[src/rtl/ppu_palette_pkg.sv]
// Shared types, field layout and power-on colour table for the PPU palette store.
package ppu_palette_pkg;

    localparam int COLOR_W    = 6;
    localparam int ENTRIES    = 32;
    localparam int ADDR_W     = 5;
    localparam int SPRITE_BIT = 4;

    localparam logic [ADDR_W-1:0] LAST_ENTRY = ADDR_W'(ENTRIES - 1);

    typedef enum logic {
        INIT,
        RUN
    } ctrl_state_t;

    // One queued CPU write: target entry and colour.
    typedef struct packed {
        logic [ADDR_W-1:0]  addr;
        logic [COLOR_W-1:0] data;
    } wr_req_t;

    // Colour 0 of every palette, BG or sprite, resolves to the shared backdrop entry.
    function automatic logic [ADDR_W-1:0] lookup_addr(input logic       sprite,
                                                      input logic [1:0] palette,
                                                      input logic [1:0] color);
        return (color == 2'd0) ? '0 : {sprite, palette, color};
    endfunction

    // Sprite colour-0 slots alias onto the matching BG colour-0 slots.
    function automatic logic [ADDR_W-1:0] mirror_addr(input logic [ADDR_W-1:0] addr);
        logic [ADDR_W-1:0] mapped;
        mapped = addr;
        if (addr[1:0] == 2'b00)
            mapped[SPRITE_BIT] = 1'b0;
        return mapped;
    endfunction

    // Power-on colours, indexed by {palette, color}; the sprite set repeats the BG set.
    function automatic logic [COLOR_W-1:0] default_color(input logic [3:0] idx);
        logic [COLOR_W-1:0] c;
        case (idx)
            4'h1:                c = 6'h03;
            4'h2:                c = 6'h0C;
            4'h3:                c = 6'h30;
            4'h5:                c = 6'h3C;
            4'h6:                c = 6'h33;
            4'h7:                c = 6'h0F;
            4'h9:                c = 6'h30;
            4'hA:                c = 6'h03;
            4'hB:                c = 6'h0C;
            4'hD, 4'hE, 4'hF:    c = 6'h30;
            default:             c = 6'h00;
        endcase
        return c;
    endfunction

endpackage

[src/rtl/palette_wr_fifo.sv]
// Small FIFO holding CPU palette writes until a render-free cycle drains them.
// The caller guarantees push only when not full and pop only when not empty.
module palette_wr_fifo
    import ppu_palette_pkg::*;
#(
    parameter int DEPTH = 4
) (
    input  logic                       clk,
    input  logic                       rst,
    input  logic                       push,
    input  wr_req_t                    push_req,
    input  logic                       pop,
    output wr_req_t                    head_req,
    output logic [$clog2(DEPTH):0]     count
);

    localparam int PTR_W = $clog2(DEPTH);
    localparam int CNT_W = PTR_W + 1;
    localparam logic [PTR_W-1:0] PTR_ONE = PTR_W'(1);
    localparam logic [CNT_W-1:0] CNT_ONE = CNT_W'(1);

    wr_req_t          mem [DEPTH];
    logic [PTR_W-1:0] wr_ptr;
    logic [PTR_W-1:0] rd_ptr;

    // Pointer and occupancy tracking; pointers wrap modulo DEPTH.
    always_ff @(posedge clk or posedge rst) begin
        if (rst) begin
            wr_ptr <= '0;
            rd_ptr <= '0;
            count  <= '0;
        end else begin
            // NOTE: sequential state uses non-blocking assignments so every
            // register samples pre-edge values regardless of statement order.
            if (push) wr_ptr <= wr_ptr + PTR_ONE;
            if (pop)  rd_ptr <= rd_ptr + PTR_ONE;
            case ({push, pop})
                2'b10:   count <= count + CNT_ONE;
                2'b01:   count <= count - CNT_ONE;
                default: count <= count;
            endcase
        end
    end

    // Entry storage.
    // NOTE: storage is deliberately not reset; occupancy comes from the reset
    // pointers/count, so stale contents are never observed.
    always_ff @(posedge clk) begin
        if (push) mem[wr_ptr] <= push_req;
    end

    assign head_req = mem[rd_ptr];

endmodule

[src/rtl/palette_ram_ctrl.sv]
// Palette store for the PPU colour path: loads default colours after reset,
// serves one render lookup per cycle and drains queued CPU writes in cycles
// without a lookup.
module palette_ram_ctrl
    import ppu_palette_pkg::*;
#(
    parameter int FIFO_DEPTH = 4
) (
    input  logic               clk,
    input  logic               rst,
    input  logic               rd_valid,
    input  logic               rd_sprite,
    input  logic [1:0]         rd_palette,
    input  logic [1:0]         rd_color,
    output logic [COLOR_W-1:0] system_color,
    output logic               color_valid,
    input  logic               cpu_wr_valid,
    input  logic [ADDR_W-1:0]  cpu_wr_addr,
    input  logic [COLOR_W-1:0] cpu_wr_data,
    output logic               cpu_wr_ready,
    output logic               wr_pending,
    output logic               init_done
);

    localparam int CNT_W = $clog2(FIFO_DEPTH) + 1;
    localparam logic [CNT_W-1:0]  FULL_CNT = CNT_W'(FIFO_DEPTH);
    localparam logic [ADDR_W-1:0] IDX_ONE  = ADDR_W'(1);

    ctrl_state_t        state;
    ctrl_state_t        next_state;
    logic [ADDR_W-1:0]  init_idx;

    logic [COLOR_W-1:0] store [ENTRIES];
    logic               st_we;
    logic [ADDR_W-1:0]  st_waddr;
    logic [COLOR_W-1:0] st_wdata;

    logic               fifo_push;
    logic               fifo_pop;
    wr_req_t            fifo_in;
    wr_req_t            fifo_head;
    logic [CNT_W-1:0]   fifo_count;

    logic               lookup_en;
    logic [ADDR_W-1:0]  rd_addr;

    assign init_done    = (state == RUN);
    assign cpu_wr_ready = (state == RUN) && (fifo_count < FULL_CNT);
    assign wr_pending   = (fifo_count != '0);
    assign fifo_push    = cpu_wr_valid && cpu_wr_ready;
    assign fifo_in      = '{addr: cpu_wr_addr, data: cpu_wr_data};
    assign lookup_en    = rd_valid && (state == RUN);
    assign rd_addr      = lookup_addr(rd_sprite, rd_palette, rd_color);

    palette_wr_fifo #(
        .DEPTH (FIFO_DEPTH)
    ) u_wr_fifo (
        .clk      (clk),
        .rst      (rst),
        .push     (fifo_push),
        .push_req (fifo_in),
        .pop      (fifo_pop),
        .head_req (fifo_head),
        .count    (fifo_count)
    );

    // State register and init index sweep.
    always_ff @(posedge clk or posedge rst) begin
        if (rst) begin
            state    <= INIT;
            init_idx <= '0;
        end else begin
            state <= next_state;
            if (state == INIT)
                init_idx <= init_idx + IDX_ONE;
        end
    end

    // Next state and store write port: default load during INIT, queue drain in RUN.
    always_comb begin
        // NOTE: every output of this block gets a default first so no path
        // leaves a signal unassigned and no latch is inferred.
        next_state = state;
        st_we      = 1'b0;
        st_waddr   = '0;
        st_wdata   = '0;
        fifo_pop   = 1'b0;
        case (state)
            INIT: begin
                st_we    = 1'b1;
                st_waddr = init_idx;
                st_wdata = default_color(init_idx[3:0]);
                if (init_idx == LAST_ENTRY)
                    next_state = RUN;
            end
            RUN: begin
                if (wr_pending && !rd_valid) begin
                    fifo_pop = 1'b1;
                    st_we    = 1'b1;
                    st_waddr = mirror_addr(fifo_head.addr);
                    st_wdata = fifo_head.data;
                end
            end
            default: next_state = INIT;
        endcase
    end

    // Palette store; contents are rebuilt by INIT after every reset.
    always_ff @(posedge clk) begin
        if (st_we) store[st_waddr] <= st_wdata;
    end

    // Registered render lookup; system_color holds its last value when idle.
    always_ff @(posedge clk or posedge rst) begin
        if (rst) begin
            system_color <= '0;
            color_valid  <= 1'b0;
        end else begin
            color_valid <= lookup_en;
            if (lookup_en)
                system_color <= store[rd_addr];
        end
    end

endmodule

[config.mk]
export PLATFORM = sky130hd
export DESIGN_NAME = palette_ram_ctrl
export DESIGN_NICKNAME = d
export VERILOG_FILES = /design/src/rtl/ppu_palette_pkg.sv /design/src/rtl/palette_wr_fifo.sv /design/src/rtl/palette_ram_ctrl.sv
export SDC_FILE = /design/constraint.sdc
export NUM_CORES = 1
export LEC_CHECK = 0
export ABC_CLOCK_PERIOD_IN_PS = 7800
export CAP_MARGIN = 20
export CELL_PAD_IN_SITES_DETAIL_PLACEMENT = 0
export CELL_PAD_IN_SITES_GLOBAL_PLACEMENT = 1
export CORE_UTILIZATION = 30
export CTS_CLUSTER_DIAMETER = 80
export CTS_CLUSTER_SIZE = 16
export DETAILED_ROUTE_END_ITERATION = 16
export GPL_TIMING_DRIVEN = 0
export PLACE_DENSITY = 0.61
export SLEW_MARGIN = 20
export SYNTH_ARGS = -nofsm -noshare
export SYNTH_HDL_FRONTEND = slang
export SYNTH_SLANG_ARGS = --single-unit
[constraint.sdc]
create_clock -name clk -period 7.8 [get_ports clk]
set_clock_uncertainty 0.15 [all_clocks]
set_input_delay 1.95 -clock clk [delete_from_list [all_inputs] [get_ports clk]]
set_output_delay 1.95 -clock clk [all_outputs]
set_load 0.02 [all_outputs]
# ---- Yosys cells after proc, flatten, opt, wreduce, memory -nomap -nowiden
# Memories as Yosys holds them, arrays and structs flattened. A register that Yosys moved wholly into a read port is not among the register bits.
# Cells that the tools add are included.
dict set report word_totals {
  regBits 14
  mem_bits_rw 236
  rom_bits 96
  in_bits 20
  out_inout_bits 10
  elab_cells 44
  n_memories 3
}
# name words width rd rd_clocked_by_memory_dff wr line_no
set memory_table {}
lappend memory_table {store 32 6 1 1 1 palette_ram_ctrl.sv:33} ;# logic [COLOR_W-1:0] store [ENTRIES];
lappend memory_table {{(name not given)} 16 6 1 0 0 ppu_palette_pkg.sv:41} ;# case (idx)
lappend memory_table {u_wr_fifo.mem 4 11 1 0 1 palette_wr_fifo.sv:22} ;# wr_req_t mem [DEPTH];
dict set report classes {
  n_addsub 5
  magnitude_cmp 1
  eq_ne 3
  mux 16
  bitwise 1
  reduce_logical 9
}
# operator n
set ops {}
lappend ops {{$pmux 6 s2} 1}
lappend ops {{$mux 5} 2}
lappend ops {{$pmux 5 s2} 1}
lappend ops {{$mux 1} 9}
lappend ops {{$mux 6} 1}
lappend ops {{$pmux 3 s2} 1}
lappend ops {{$add 5x1->5 const B} 1}
lappend ops {{$eq 5x5->1 const B} 1}
lappend ops {{$add 2x1->2 const B} 2}
lappend ops {{$logic_and 1x1->1} 4}
lappend ops {{$logic_not 2->1} 2}
lappend ops {{$add 3x1->3 const B} 1}
lappend ops {{$lt 3x3->1 const B} 1}
lappend ops {{$reduce_bool 3->1} 1}
lappend ops {{$sub 3x1->3 const B} 1}
lappend ops {{$eq 2x1->1 const B} 1}
lappend ops {{$eq 2x2->1 const B} 1}
lappend ops {{$pmux 1 s2} 1}
lappend ops {{$reduce_bool 2->1} 1}
lappend ops {{$logic_not 1->1} 1}
lappend ops {{$not 1->1} 1}

# ---- Longest topological paths before layout
dict set report depth {
  depth_word 6
  ltp_mapped 10
  mapped_depth_nobuf 10
}

# ---- By module
# Synthesis repeated with hierarchy kept, for this count alone.
dict set report hier_totals {
  hier_cells 648
  hier_area_um2 9786.9
}
# mod n_inst cells_per_inst area_per_inst_um2 seq_area_each_um2
set by_module_without_submodules {}
lappend by_module_without_submodules {palette_ram_ctrl 1 556 7802.5 5310.1}
lappend by_module_without_submodules {palette_wr_fifo 1 92 1984.4 1496.4}

# ---- Worst setup path before layout
# No wires, ideal clock.
dict set report synth_path {
  kind {input to register}
  from {input port rd_valid}
  to {register u_wr_fifo.count[2]}
  arrival_time_ns 3.249
  required_ns 7.571
  slack_ns 4.322
  path_stages 9
  n_path_buf 0
  path_cell_list {inv_1 -> nand3_1 -> clkinv_1 -> ha_1 -> inv_1 -> fa_1 -> xor2_1 -> nor2_1 -> xor2_1}
}
dict set report synth_between {
  elab_chain_cells 6
  elab_cells_between_ends 8
  classes_between {2 x eq/ne; 3 x mux; 3 x reduce/logical}
}
# element line_no
set synth_lines {}
lappend synth_lines {{from (decl)} palette_ram_ctrl.sv:11} ;# input logic rd_valid,
lappend synth_lines {{$logic_not 1->1 (*)} palette_ram_ctrl.sv:97} ;# if (wr_pending && !rd_valid) begin
lappend synth_lines {{$logic_and 1x1->1 (*)} palette_ram_ctrl.sv:97}
lappend synth_lines {{$mux 1 (*)} palette_ram_ctrl.sv:97}
lappend synth_lines {{$mux 1 (*)} palette_ram_ctrl.sv:88} ;# case (state)
lappend synth_lines {{via fifo_pop} palette_ram_ctrl.sv:39} ;# logic fifo_pop;
lappend synth_lines {{$eq 2x1->1 or $eq 2x2->1 (tied branches)} palette_wr_fifo.sv:37} ;# case ({push, pop})
lappend synth_lines {{$pmux 3 s2 or $reduce_bool 2->1 (tied branches)} n/a}
lappend synth_lines {{to (signal assigned)} palette_wr_fifo.sv:38} ;# 2'b10: count <= count + CNT_ONE;
lappend synth_lines {{to (signal assigned)} palette_wr_fifo.sv:39} ;# 2'b01: count <= count - CNT_ONE;
lappend synth_lines {{to (signal assigned)} palette_wr_fifo.sv:40} ;# default: count <= count;
lappend synth_lines {{to (decl)} palette_wr_fifo.sv:14} ;# output logic [$clog2(DEPTH):0] count
# The timed path passes the listed nets; every way through them passes the cells marked *.
# A chain may end at the register's enable or synchronous reset.

# ---- Final worst setup path
dict set report layout_path {
  from {register state (netlist: init_done)}
  to {output port cpu_wr_ready}
}
dict set report layout_between {
  elab_chain_cells 1
}
# element line_no
set layout_lines {}
lappend layout_lines {{from (decl)} palette_ram_ctrl.sv:29} ;# ctrl_state_t state;
lappend layout_lines {{from (signal assigned)} palette_ram_ctrl.sv:73} ;# state <= next_state;
lappend layout_lines {{$logic_and 1x1->1} palette_ram_ctrl.sv:48} ;# assign cpu_wr_ready = (state == RUN) && (fifo_count < FULL_CNT);
lappend layout_lines {{to (decl)} palette_ram_ctrl.sv:20} ;# output logic cpu_wr_ready,
# Every way passes these cells.

==> summary.txt <==
Outcome
  • Status: completed

Global routing
  • Vias in the first global route: 5569
  • Overall Global Routing Usage: 14.6%
  • Gr ovfl total: 0
  • Pin count of the biggest net entering global routing: 29
  • First-pass GRT wire length: 35500 um
  • Initial antenna violation count: 0

Routing
  • First-pass DRT Iterations: 5
  • Initial drt markers: 388
  • Wire length per cell: 21.5 um
  • DRC: 0
  • Via count: 5393
  • Routed vias/inst: 4.96
  • Detail Route Antenna Nets: 0
  • Post-Route WL: 23400 um

STA
  • Final slew viol count: 0
  • Minimum clock period: 4.24 ns
  • Worst-Margin Slew: 1.05 ns
  • Final hold vios: 0
  • Setup TNS Final: 0 ns
  • Highest clock rate: 0.236 GHz
  • Crit share post-route: 54.3%
  • Final setup fails: 0
  • RSZ-0062 raised after global routing: no
  • Worst slew margin: 29.8%

Pwr
  • Switching power total: 889 uW
  • Power density over the cells: 285 nW/um2
  • Clock power frac: 28.4%
  • Final Power: 3.10 mW
  • Max VDD drop: 155 uV
  • Part of the power in registers: 51.0%
  • Switch share: 28.7%
  • Gate power share: 20.7%
  • Leak pwr: 3.69 nW
  • Pint: 2.21 mW

Synth
  • FF+latch count, synth: 227
  • Share of the synthesized area in the top cell type: 65.1%
  • Seq/Total Area, Yosys: 70.3%
  • Number of synthesized flops with an enable pin: 207
  • Top FF cell, synth: edfxtp_1
  • Cell count after synthesis: 632
  • Post-Syn Area: 9550 um2
  • Net Count, Synth: 663
  • Async SR Flop Fraction: 8.81%
  • Avg Cell Area, Syn: 15.1 um2
  • Top post-synthesis cells by area: edfxtp_1 (65%), dfrtp_1 (5.2%), mux2i_1 (4.2%), mux4_2 (2.6%), nor2_1 (2.0%)
  • Synth cell types: 56
  • Dominant cell type by area after synthesis: edfxtp_1
  • Synth warn: 0

Placed design
  • HPWL Detailed: 15500 um
  • GPL Wtd Cong: 0.822
  • # port buffers: 27

Die
  • Starting Density: 30.8%
  • Die height: 180 um
  • Site Rows: 64
  • Io pins: 30
  • Die W: 180 um
  • Core ar.: 31000 um2
  • Die ar.: 32600 um2

Layout
  • Area Overhead vs Synth: 14.0%
  • Filler cells: 2995
  • Final net count: 712
  • Antenna Cells: 0
  • Layout cells sized above 1: 11.7%

Critical path
  • Crit Path Category: reg -> out
  • CP arrival: 2.14 ns
  • Slowest cell on the critical path: clkdlybuf4s50_1
  • WP data required: 5.70 ns
  • Type of origin of the critical path: flop
  • Cell Chain, Critical Path: buf_2 > nor2b_1 > clkdlybuf4s50_1
  • Crit Path Max Fanout: 10
  • Max stage delay on crit path: 0.67 ns
  • Crit path capture type: primary output
  • Worst r2r path cells: 5

Clocking
  • CTS Hold Bufs: 0
  • Clock network latency to the later pin of the worst-skew pair: 0.50 ns
  • Number of gates resized after CTS: 0
  • # Post-CTS Setup Buffers: 0
  • Sinks on the clock net: 227
  • Clock transition at the registers of the reported paths: 0.06 ns
  • CTS tree: done
  • Clk buf depth: 3
  • Root Buffer: clkbuf_16
  • Num CTS Buffers: 18
  • H-tree Lvls: 1

Min path
  • Worst hold stages: 1
  • Worst min-delay path class: reg -> reg

Job
  • Max-Cap Viols: 0
-- registers in the layout, indices dropped and copies added (netlist names) --
name and count:
u_wr_fifo.wr_ptr 2, u_wr_fifo.mem 44, init_done 1, color_valid 1
u_wr_fifo.count 3, u_wr_fifo.rd_ptr 2, store 163, system_color 6
init_idx 5
-- layer usage --
metal  wire length (um)  GRT usage, %
met5                  0             0
met4                510          3.90
met3                929          2.14
met2              10900          23.7
met1              11100          20.4
-- cells in the mapped netlist, drive strengths merged, types with 11 or more instances --
master	number
mux4	12
mux2i	40
o22ai	11
edfxtp	207
dfrtp	20
mux2	16
nor2	50
buf	20
o21ai	30
nand2	41
clkbuf	13
a21oi	19
inv	15
-- critical path: cells and delay by family, from the launching register on --
kind | cells | cell delay [ns]
AND/OR/NAND/NOR | 1 | 0.32
flip-flops | 1 | 0.40
buffers and inverters | 2 | 0.94
-- path summary, 6_finish.rpt --
kind	start	endpoint	slack [ns]
min in group asynchronous	rst	init_idx[4]	1.81
hold reg to reg	u_wr_fifo.count[2]	u_wr_fifo.count[2]	0.36
max in group asynchronous	rst	u_wr_fifo.count[2]	5.10
setup / recovery	init_done	cpu_wr_ready	3.56
hold / removal	u_wr_fifo.count[2]	u_wr_fifo.count[2]	0.36
setup reg to reg	u_wr_fifo.rd_ptr[0]	store[22][0]	4.70
-- cell usage in the layout, fill, tap and decap left out, types with 4 or more instances in the layout --
cell and n:
a21oi_1 19, clkbuf_1 22, mux2_2 16, inv_1 15, nor2_1 50, o22ai_1 11
nor3_2 4, nor2b_1 7, xnor2_1 6, nand3_1 9, nand2b_1 6, nand2_2 4
o32a_1 4, o22a_1 5, a22oi_1 10, dfrtp_1 20, nor3b_1 4, o21ai_0 29
clkdlybuf4s50_1 27, mux4_2 11, and3_1 8, ha_1 10, o221ai_1 5, a211oi_1 5
clkbuf_16 19, mux2i_1 40, nor3_1 5, nand2_1 37, edfxtp_1 207, buf_2 16
o2bb2ai_1 4
-- per-stage QoR --
stage	util, %	hold WS [ns]	area (um2)	worst slack [ns]	instances
after CTS	35.0	0.358	10900	3.50	1085
final	35.1	0.358	10900	3.56	1087
after floorplan	-	0.314	9550	4.32	632
after detailed placement	33.3	0.349	10300	3.14	1055
after global routing	35.1	0.375	10900	3.40	1087
after global placement	33.3	0.342	10300	3.11	1055
-- cell families (layout without fill, tap and decap cells) --
kind of cell	count (synthesis)	in the layout	share of synthesized area [%]
AO/OA/AOI/OAI	124	124	9.22
XOR/XNOR	8	8	0.733
adder cells (fa/ha/maj)	11	11	1.52
buffers and inverters	51	110	2.29
flip-flops	227	227	70.3
multiplexers	68	68	8.95
AND/OR/NAND/NOR	143	143	6.98
-- area by class of cell --
class	instances	area, um2	share of cell area, %
flip-flops and latches	227	6720	61.7
multi-input cells	354	2640	24.2
clock buffers	28	509	4.68
well taps	396	495	4.55
repair buffers	29	297	2.72
plain buffers	33	151	1.39
inverters	18	67.6	0.620
clock inverters	2	16.3	0.149
-- power groups by stage --
stage | combinational (mW) | clock (mW) | sequential, mW
2_1_floorplan | 0.409 | 0 | 1.60
3_3_place_gp | 0.629 | 0 | 1.61
3_5_place_dp | 0.639 | 0 | 1.61
4_1_cts | 0.642 | 0.900 | 1.59
5_1_grt | 0.708 | 0.943 | 1.59
6_report | 0.642 | 0.880 | 1.58
No activity file was read; power rests on OpenSTA's default activity.
==> RTL change: new RTL, same flow settings <==
`COLOR_W`: 6 -> 12.
--- a/src/rtl/ppu_palette_pkg.sv
+++ b/src/rtl/ppu_palette_pkg.sv
@@ -3,3 +3,3 @@
 
-    localparam int COLOR_W    = 6;
+    localparam int COLOR_W    = 12;
     localparam int ENTRIES    = 32;
Interface: changed (resized cpu_wr_data and system_color); port bits go from 30 to 42. The function was not compared with the original's and may differ.
==> RTL change against the original RTL <==
Setup slack lost 550 ps. Cell area grew 70%. Largest power group unchanged. Area after synthesis grew 70%. Wire length grew 92%. Power grew 71%. First-iteration DRC count grew 150%. Sequential cell count grew 179. Via count grew 71%.
==> RTL change: results (changes against the original RTL) <==
| Metric | Value |
|---|---|
| Run status | completed |
| Wire length of the first global-routing pass | 65100 um (+83%) |
| Period utilization | 61.4% (+7.1 points) |
| Worst VDD drop | 0.162 mV (+4.0%) |
| Worst-Margin Slew | 1140 ps (+84.7 ps) |
| Total CTS buffers | 29 (+11) |
| Biggest regs | store: 312 flops, u_wr_fifo.mem: 68 flops, system_color: 12 flops |
| DP Cell Count | 1701 (+61%) |
| Layout cells sized above 1 | 18.3% (+6.6 points) |
| Post-layout util | 35.0% (-0.17 points) |
| Worst EP arrival | 5120 ps (+2980 ps) |
| Synth Area per Inst | 16.9 um^2 (+12%) |
| Initial DRC Count | 958 (+150%) |
| R2R Path End | store[29][3]$_DFFE_PP_ |
| DP Worst Slack | 2340 ps (-799 ps) |
| Async set or reset register ratio after synthesis | 6.40% (-2.4 points) |
| GR Layer Usage met1 | 23.4% (+3.0 points) |
| Reg-to-Reg Start | init_done$_DFF_PP0_ |
| R2R depth | 7 (+2) |
| Met2 wire len | 20200 um (+85%) |
| Post-Route M1 WL | 20200 um (+82%) |
| Met3 usage | 3.20% (+1.1 points) |
| Non-filler cells in the finished layout | 1755 (+61%) |
| GR Util All Layers | 16.1% (+1.5 points) |
| Via count | 9215 (+71%) |
| Adder-cell share of the synthesized area | 0.893% (-0.63 points) |
| Synth Net Count | 1001 (+51%) |
| Vias in the first global route | 9147 (+64%) |
| Number of synthesized flops with an enable pin | 380 (+84%) |
| Nets@finish | 1082 (+52%) |
| Ranking of synthesized cells by instance count | edfxtp_1, mux2_2, a221oi_1 |
| Clk_lat worst skew | 580 ps (+80 ps) |
| Netlist cell types | 53 (-5.4%) |
| XOR/XNOR Fraction of Synth Area | 0.431% (-0.30 points) |
| Compound-Gate Fraction of Synth Area | 9.28% (+0.057 points) |
| WL met3 | 3270 um (+250%) |
| Reg2reg setup slack | 4430 ps (-270 ps) |
| Final GP Congestion | 0.830 (+0.91%) |
| Wire per inst | 25.6 um (+19%) |
| Global routing usage on met2 | 24.6% (+0.87 points) |
| Synth area leaders | edfxtp_1, mux2_2, dfrtp_1 |
| Multiplexer area fraction after synthesis | 9.04% (+0.093 points) |
| Detailed placement HPWL | 29800 um (+92%) |
| Port buffer count | 40 (+48%) |
| Register area share after synthesis | 74.2% (+3.9 points) |
[RTL change: cell types whose count changed after synthesis, moves of 8 or more]
cell / unedited run / this run
a211oi_1: 5 / 26
mux4_2: 11 / 20
a22oi_1: 10 / 2
edfxtp_1: 207 / 380
a221oi_1: 3 / 56
nor3_1: 9 / 1
mux2_2: 16 / 62
o311ai_0: 0 / 14
clkbuf_1: 13 / 28
mux2i_1: 40 / 32
a21oi_1: 19 / 38
[RTL change: area by class of cell]
| class | count | share of cell area, % |
|---|---|---|
| buffer | 61 | 1.50 |
| timing repair buffer | 50 | 2.84 |
| multi-input combinational | 482 | 21.2 |
| sequential | 406 | 65.0 |
| clock inverter | 3 | 0.175 |
| tap | 688 | 4.64 |
| clock buffer | 50 | 4.39 |
| inverter | 15 | 0.303 |
[RTL change: critical path: stages]
cell and delay, ps:
clkdlybuf4s50_1 560, inv_1 320, clkbuf_1 560, clkbuf_1 520
a221oi_1 100, o21ai_0 600, o311ai_0 310, o311ai_0 200
[RTL change: worst max-delay path by stage]
stage	startpoint	cells past startpoint	endpoint
after floorplan	rd_valid	7	store[29][0]$_DFFE_PP_
after global placement	rd_valid	8	store[31][4]$_DFFE_PP_
after detailed placement	rd_valid	8	store[29][4]$_DFFE_PP_
after CTS	rd_valid	8	store[29][1]$_DFFE_PP_
after global routing	rd_valid	8	store[29][1]$_DFFE_PP_
final	rd_palette[0]	8	system_color[8]$_DFFE_PP0P_
[RTL change: power breakdown]
part | leakage, uW | internal (uW) | switching [uW]
logic | 0.00171 | 305 | 724
registers | 0.00379 | 2770 | 51.4
clock network | 0.000402 | 713 | 756
